===== config.mk =====
export PLATFORM = sky130hd
export DESIGN_NAME = descale_by_n
export DESIGN_NICKNAME = d
export VERILOG_FILES = /design/src/rtl/descale_pkg.sv /design/src/rtl/sat_clamp.sv /design/src/rtl/descale_by_n.sv
export SDC_FILE = /design/constraint.sdc
export NUM_CORES = 1
export LEC_CHECK = 0
export BUFFER_PORTS_ARGS = -buffer_cell sky130_fd_sc_hd__buf_4
export CAP_MARGIN = 5
export CORE_UTILIZATION = 55
export CTS_CLUSTER_DIAMETER = 50
export DETAILED_ROUTE_END_ITERATION = 7
export GPL_TIMING_DRIVEN = 0
export PLACE_DENSITY = 0.81
export SLEW_MARGIN = 20
export SYNTH_ARGS = -nofsm -noshare
export SYNTH_HDL_FRONTEND = slang
export SYNTH_SLANG_ARGS = --single-unit

===== constraint.sdc =====
create_clock -name clk -period 3.3 [get_ports clk]
set_input_delay 0.165 -clock clk [delete_from_list [all_inputs] [get_ports clk]]
set_output_delay 0.165 -clock clk [all_outputs]
set_load 0.005 [all_outputs]

===== src/rtl/descale_pkg.sv =====
// Shared constants and types for the descale_by_n accumulator descaler.
// The optional rounding stage is enabled by defining DESCALE_ROUND_EN.
package descale_pkg;

  localparam int N_DEF  = 8;
  localparam int W_DEF  = 20;
  localparam int SW_DEF = 5;
  localparam int CW_DEF = 16;

  // Stage-1 intermediate: the accumulator sign-extended by one bit so the
  // rounding bias can never overflow.
  typedef logic signed [W_DEF:0] stage1_t;

  function automatic int SAT_MAX(input int n);
    return (1 << (n - 1)) - 1;
  endfunction

  function automatic int SAT_MIN(input int n);
    return -(1 << (n - 1));
  endfunction

endpackage


===== src/rtl/sat_clamp.sv =====
// Combinational clamp of a (W+1)-bit signed value to the N-bit signed range,
// flagging when the value had to be clamped.
module sat_clamp
  import descale_pkg::*;
#(
  parameter int N = N_DEF,
  parameter int W = W_DEF
) (
  input  logic signed [W:0]   value,
  output logic signed [N-1:0] result,
  output logic                sat
);

  localparam logic signed [W:0]   HI     = (W+1)'(SAT_MAX(N));
  localparam logic signed [W:0]   LO     = (W+1)'(SAT_MIN(N));
  localparam logic signed [N-1:0] HI_OUT = N'(SAT_MAX(N));
  localparam logic signed [N-1:0] LO_OUT = N'(SAT_MIN(N));

  always_comb begin
    result = value[N-1:0];
    sat    = 1'b0;
    if (value > HI) begin
      result = HI_OUT;
      sat    = 1'b1;
    end else if (value < LO) begin
      result = LO_OUT;
      sat    = 1'b1;
    end
  end

endmodule


===== src/rtl/descale_by_n.sv =====
// Two-stage descaler: arithmetic right shift (optionally rounded when
// DESCALE_ROUND_EN is defined), then saturation to N bits with a sat counter.
module descale_by_n
  import descale_pkg::*;
#(
  parameter int N  = N_DEF,
  parameter int W  = W_DEF,
  parameter int SW = SW_DEF,
  parameter int CW = CW_DEF
) (
  input  logic                clk,
  input  logic                rst,
  input  logic                in_valid,
  output logic                in_ready,
  input  logic signed [W-1:0] in_data,
  input  logic [SW-1:0]       in_shift,
  output logic                out_valid,
  input  logic                out_ready,
  output logic signed [N-1:0] out_data,
  output logic                out_sat,
  output logic [CW-1:0]       sat_count
);

  // Handshake: a beat moves on a rising edge when valid && ready on that side;
  // valid never depends on ready, and a presented output stays unchanged
  // until it is taken.
  logic                s1_valid;
  logic signed [W:0]   s1_data;
  logic                adv1, adv2;
  logic [SW-1:0]       s_eff;
  logic signed [W:0]   ext, biased, shifted;
  logic signed [N-1:0] clamp_data;
  logic                clamp_sat;

  assign adv2     = !out_valid || out_ready;
  assign adv1     = !s1_valid || adv2;
  assign in_ready = adv1 && !rst;

  always_comb begin
    s_eff = in_shift;
    if (int'(in_shift) > W) s_eff = SW'(W);
    ext    = {in_data[W-1], in_data};
    biased = ext;
`ifdef DESCALE_ROUND_EN
    // Half-LSB bias gives round-half-up once the shift truncates toward -inf.
    if (s_eff != '0) biased = ext + ((W+1)'(1) << (s_eff - 1'b1));
`endif
    shifted = biased >>> s_eff;
  end

  sat_clamp #(.N(N), .W(W)) u_sat_clamp (
    .value  (s1_data),
    .result (clamp_data),
    .sat    (clamp_sat)
  );

  always_ff @(posedge clk) begin
    if (rst) begin
      s1_valid  <= 1'b0;
      s1_data   <= '0;
      out_valid <= 1'b0;
      out_data  <= '0;
      out_sat   <= 1'b0;
      sat_count <= '0;
    end else begin
      if (adv1) begin
        s1_valid <= in_valid;
        if (in_valid) s1_data <= shifted;
      end
      if (adv2) begin
        out_valid <= s1_valid;
        if (s1_valid) begin
          out_data <= clamp_data;
          out_sat  <= clamp_sat;
        end
      end
      if (out_valid && out_ready && out_sat && sat_count != {CW{1'b1}})
        sat_count <= sat_count + 1'b1;
    end
  end

endmodule


## After elaboration in Yosys (flattened, before gate mapping)

Index checks and enable logic that the tools add are counted.

- Input port bits: 29
- Output and inout port bits: 27
- Memories: 0
- Word-level logic and storage cells: 28
- Bits in read-only memories: 0
- Flip-flop bits (word level): 48
- Bits in latches: 0
- Bits in writable memories: 0

- $mul: 0
- Bitwise gates (word level): 0
- Reductions and logical operators: 11
- Multiplexer cells: 5
- Shifts and indexed selects: 1
- Eq/ne operators: 1
- $add $sub $neg: 1
- $lt $le $gt $ge: 3
- Div/mod/pow operators: 0

Operators by type and width:

| cell | count |
|---|---|
| 21-bit by 8-bit > comparator with 1-bit output (second input constant) | 1 |
| 21-bit by 8-bit < comparator with 1-bit output (second input constant) | 1 |
| 20-bit by 5-bit >>> shifter with 21-bit output | 1 |
| 16-bit by 1-bit adder with 16-bit output (second input constant) | 1 |
| 8-bit 2-to-1 mux | 2 |
| 16-bit != test (second input constant) | 1 |
| 5-bit > comparator (second input constant) | 1 |
| 5-bit 2-to-1 mux | 1 |
| 1-bit logical AND | 4 |
| 2-bit AND reduction | 2 |
| 1-bit zero test | 3 |
| 1-bit logical OR | 2 |
| 1-bit 2-to-1 mux | 2 |

## Depth between registers and ports, before layout

- Depth in word-level cells: 4
- Depth in mapped cells: 8

## Cells and area by module

A second synthesis with hierarchy kept.

- Cells, all modules: 422
- Area, all modules: 3375.7 µm²

By module, submodules not included:

| module | area each (µm²) | sequential area each (µm²) | times used | cells an instance |
|---|---|---|---|---|
| descale_by_n | 3205.6 | 940.9 | 1 | 403 |
| sat_clamp | 170.2 | 0.0 | 1 | 19 |

## Worst setup path before layout

No wires, ideal clock.

- Kind: input-to-reg
- Start: in in_shift[2]
- End: reg s1_data[11]
- Buffers on the path: 1
- Arrival: 1414 ps
- Data required time: 3178 ps
- Setup slack: 1764 ps
- Cell stages on the path: 6
- Library setup time: 122 ps
- Cell sequence: buf_4 > o21a_4 > or4_4 > o211ai_2 > mux2i_1 > a311o_1

- Cells in the longest elaborated chain, start to end: 3

RTL lines:

| element | line | source |
|---|---|---|
| from (decl) | descale_by_n.sv:16 | `input logic [SW-1:0] in_shift,` |
| 5-bit > comparator | descale_by_n.sv:41 | `if (int'(in_shift) > W) s_eff = SW'(W);` |
| 5-bit 2-to-1 mux (*) | descale_by_n.sv:41 |  |
| 20-bit by 5-bit >>> shifter with 21-bit output (*) | descale_by_n.sv:48 | `shifted = biased >>> s_eff;` |
| to (signal assigned) | descale_by_n.sv:68 | `if (in_valid) s1_data <= shifted;` |
| to (decl) | descale_by_n.sv:28 | `logic signed [W:0] s1_data;` |

Mark *: on every way between the ends. The rest lies on a longest branch, timed or not.
A chain may end at the register's enable or synchronous reset.

## Final worst setup path

- Start: reg out_valid
- End: reg s1_data[8]

- Cells in the longest elaborated chain, start to end: 4

RTL lines:

| element | line | source |
|---|---|---|
| from (decl) | descale_by_n.sv:17 | `output logic out_valid,` |
| from (signal assigned) | descale_by_n.sv:71 | `out_valid <= s1_valid;` |
| 1-bit zero test | descale_by_n.sv:35 | `assign adv2 = !out_valid \|\| out_ready;` |
| 1-bit logical OR | descale_by_n.sv:35 |  |
| 1-bit logical OR | descale_by_n.sv:36 | `assign adv1 = !s1_valid \|\| adv2;` |
| 2-bit AND reduction (no line) | -- |  |

Every way passes these cells.

==> impl_metrics.prom <==
# TYPE chip_impl_metric gauge
chip_impl_info{name="run_status",value="finished, violations left"} 1
chip_impl_info{name="violations",value="design-rule violations"} 1
chip_impl_metric{name="netlist_area",unit="um2"} 3290
chip_impl_metric{name="least_margin_pin_slew",unit="ns"} 0.924
chip_impl_metric{name="post_layout_nonfiller_instances",unit=""} 547
chip_impl_info{name="rr_endpoint",value="s1_data[8]$_SDFFE_PP0P_"} 1
chip_impl_metric{name="timing.reg2reg.worst_path_depth",unit=""} 5
chip_impl_info{name="hold_path.class",value="in2reg"} 1
chip_impl_metric{name="worstPathArrival",unit="ns"} 2.01
chip_impl_info{name="synth_most_common_cell",value="dfxtp_1"} 1
chip_impl_metric{name="maxCapViolCount",unit=""} 0
chip_impl_metric{name="regToRegSetupSlack",unit="ns"} 1.44
chip_impl_info{name="critical_path.reg2reg.startpoint",value="out_valid$_SDFFE_PP0P_"} 1
chip_impl_metric{name="post-cts-setup-buffer-count",unit=""} 0
chip_impl_metric{name="post_synth_arst_share",unit=""} 0
chip_impl_metric{name="cts-hold-fix-buffers",unit=""} 0
chip_impl_metric{name="clock_tree.htree_level_count",unit=""} 2
chip_impl_metric{name="grt.total_usage",unit=""} 0.344
chip_impl_info{name="tritoncts",value="done"} 1
chip_impl_metric{name="critical_path.max_fanout",unit=""} 10
chip_impl_metric{name="clk_transition_reported_paths",unit="ns"} 0.10
chip_impl_metric{name="drcViolationCount",unit=""} 4
chip_impl_metric{name="clock_skew",unit="ns"} 0.00856
chip_impl_metric{name="power.density_cell_area",unit="nW/um2"} 343
chip_impl_metric{name="synth_edf_count",unit=""} 0
chip_impl_metric{name="cts_repair_resize_count",unit=""} 0
chip_impl_metric{name="final_nets",unit=""} 504
chip_impl_info{name="synth.top_cells.by_count",value="dfxtp_1 (47), nor2_1 (39), o21ai_0 (35), nand2_1 (34), a21oi_1 (23)"} 1
chip_impl_metric{name="cts.sink_count",unit=""} 47
chip_impl_metric{name="die_y",unit="um"} 79.3
chip_impl_metric{name="first_pass_iters",unit=""} 8
chip_impl_metric{name="chipWidth",unit="um"} 79.3
chip_impl_info{name="synth_top_cells_by_area",value="dfxtp_1 (29%), o21ai_0 (5.3%), nor2_1 (4.5%)"} 1
chip_impl_metric{name="cts-root-to-sink-buffers",unit=""} 2
chip_impl_metric{name="floorplan.initialDensity",unit=""} 0.583
chip_impl_metric{name="first_global_vias",unit=""} 3352
chip_impl_metric{name="antenna_violating_nets_left",unit=""} 0
chip_impl_metric{name="floorplan.die_area",unit="um2"} 6290
chip_impl_metric{name="share_of_the_synthesized_area_in_the_top_cell_type",unit=""} 0.286
chip_impl_metric{name="cells_after_synth",unit=""} 417
chip_impl_metric{name="setup_viol",unit=""} 0
chip_impl_info{name="cts-root-buf",value="clkbuf_8"} 1
chip_impl_metric{name="post_synth.cell_area_avg",unit="um2"} 7.89
chip_impl_metric{name="antenna-diode-count",unit=""} 0
chip_impl_metric{name="achievable-frequency",unit="MHz"} 539
chip_impl_metric{name="netlist-cell-type-count",unit=""} 74
chip_impl_metric{name="slew-limit-headroom",unit=""} 0.379
chip_impl_metric{name="finish.instance_area",unit="um2"} 3850
chip_impl_info{name="critical_path.startpoint_type",value="flip-flop"} 1
chip_impl_metric{name="postSynthNetCount",unit=""} 447
chip_impl_metric{name="finalHoldViolCount",unit=""} 0
chip_impl_metric{name="numCtsBuffers",unit=""} 5
chip_impl_metric{name="seq_area_frac_synth",unit=""} 0.286
chip_impl_info{name="worst_setup_path_end_kind",value="flip-flop"} 1
chip_impl_metric{name="grt_pass1_wl",unit="um"} 16700
chip_impl_metric{name="gp_congestion",unit=""} 0.948
chip_impl_metric{name="dp.final_hpwl",unit="um"} 7940
chip_impl_metric{name="ys_seq_elements",unit=""} 47
chip_impl_metric{name="wl_per_cell",unit="um"} 19.2
chip_impl_metric{name="layout-drive-gt1-share",unit=""} 0.213
chip_impl_metric{name="final_report_max_slew_violation_count",unit=""} 0
chip_impl_metric{name="cp_data_required_time",unit="ns"} 3.46
chip_impl_metric{name="grt_antenna_before_repair",unit=""} 0
chip_impl_info{name="launch_point_of_the_worst_hold_path",value="in_valid"} 1
chip_impl_info{name="synth-main-ff-cell",value="dfxtp_1"} 1
chip_impl_metric{name="timing.hold.worst_path_depth",unit=""} 3
chip_impl_metric{name="synthToLayoutAreaGrowth",unit="%"} 17.0
chip_impl_metric{name="synth_warnings",unit=""} 0
chip_impl_info{name="synth_largest_area_cell",value="dfxtp_1"} 1
chip_impl_info{name="grt_setup_unrepaired",value="false"} 1
chip_impl_metric{name="placed_area",unit="um2"} 3750
chip_impl_metric{name="routed_via_density",unit=""} 6.76
chip_impl_metric{name="post-place-cells",unit=""} 539
chip_impl_metric{name="maximum_number_of_pins_on_one_net_before_global_route_repair",unit=""} 17
chip_impl_metric{name="port_buffers",unit=""} 50
chip_impl_info{name="hold_path_end",value="s1_valid$_SDFFE_PP0N_"} 1
chip_impl_metric{name="drt-initial-drc-count",unit=""} 399
chip_impl_info{name="setup.worst_path.class",value="reg2reg"} 1
chip_impl_metric{name="ir_drop",unit="mV"} 0.318
chip_impl_metric{name="rows",unit=""} 27
chip_impl_metric{name="drt_wl_total",unit="um"} 10500
chip_impl_metric{name="setup_tns",unit="ns"} 0
chip_impl_metric{name="clock_latency",unit="ns"} 0.30
chip_impl_metric{name="period_share",unit=""} 0.563
chip_impl_metric{name="globalRoute.totalOverflow",unit=""} 0
chip_impl_metric{name="core-area",unit="um2"} 5640
chip_impl_metric{name="post_layout_min_period",unit="ns"} 1.86
chip_impl_metric{name="i_o_pin_total",unit=""} 56
chip_impl_metric{name="p_leak",unit="nW"} 1.53
chip_impl_metric{name="via_count",unit=""} 3700
-- final cells by class --
type                       instances  area (um2)
buffer                            30         171
clock buffer                       5        68.8
clock inverter                     3        25.0
fill                             494        1790
inverter                          13        48.8
multi-input combinational        327        2130
sequential                        47         941
tap                               72        90.1
timing repair buffer              50         375
-- logic make-up after synthesis --
family / Yosys count / synth area share
compound gates: 150 / 0.324
xor+xnor: 11 / 0.0293
fa+ha+maj: 1 / 0.00380
buf+inv: 43 / 0.0670
flops: 47 / 0.286
mux: 20 / 0.0704
simple gates: 145 / 0.220
-- metrics by stage --
step	setup WS, ns	utilization	hold slack, ns	power, W
after floorplan	1.76	-	0.286	0.000837
after global placement	1.43	0.665	0.413	0.000955
after detailed placement	1.45	0.665	0.410	0.000958
after CTS	1.52	0.682	0.102	0.00130
after global routing	1.31	0.682	0.112	0.00136
final	1.44	0.682	0.105	0.00132
-- critical path, cell delays in order (launching register included) --
cell,delay (ns)
dfxtp_1,0.36
nand3b_1,0.13
nand2_1,0.19
nor2_1,0.68
o2111a_1,0.32
a211oi_2,0.04
-- power breakdown --
part           internal (W)  switching [W]
Combinational      0.000136       0.000204
Clock              0.000152       0.000209
Sequential         0.000597      0.0000222
Total              0.000885       0.000435
-- cell usage in the layout, fill, tap and decap left out, types with 5 or more instances in the layout --
cell / instances
buf_4: 55
nor2_1: 39
a21oi_1: 23
a21o_1: 5
inv_1: 13
o31ai_1: 5
clkbuf_1: 11
or4_1: 5
nor3_1: 16
a31oi_1: 16
xor2_1: 8
nand3_1: 13
dfxtp_1: 47
mux2i_1: 13
nand2_1: 34
o211ai_1: 10
and3_1: 5
buf_2: 7
o22ai_1: 6
clkbuf_8: 5
mux2_2: 5
nor4_1: 6
o21ai_0: 35
nand4_1: 6
-- per-layer routing --
layer  vias up  part of all wire  track usage
met2       234              0.44        0.521
met1      1744              0.44        0.500
met5         -                 0            0
met4         0             0.010       0.0600
li1       1706                 -            -
met3        16              0.11       0.0759
-- state kept, by name, summed over array words and instances (netlist names) --
signal and count:
s1_valid 1, out_sat 1, out_data 8, sat_count 16, out_valid 1, s1_data 20
-- how the worst max path moves through the flow --
stage	from	endpoint	depth (start not counted)
after global routing	s1_data[7]$_SDFFE_PP0P_	out_data[7]$_SDFFE_PP0P_	5
after floorplan	in_shift[2]	s1_data[11]$_SDFFE_PP0P_	6
final	out_valid$_SDFFE_PP0P_	s1_data[8]$_SDFFE_PP0P_	5
after global placement	in_shift[3]	s1_data[5]$_SDFFE_PP0P_	6
after detailed placement	in_shift[3]	s1_data[5]$_SDFFE_PP0P_	6
after CTS	out_valid$_SDFFE_PP0P_	s1_data[8]$_SDFFE_PP0P_	5
Note: power is estimated with default switching activity, not from simulation.
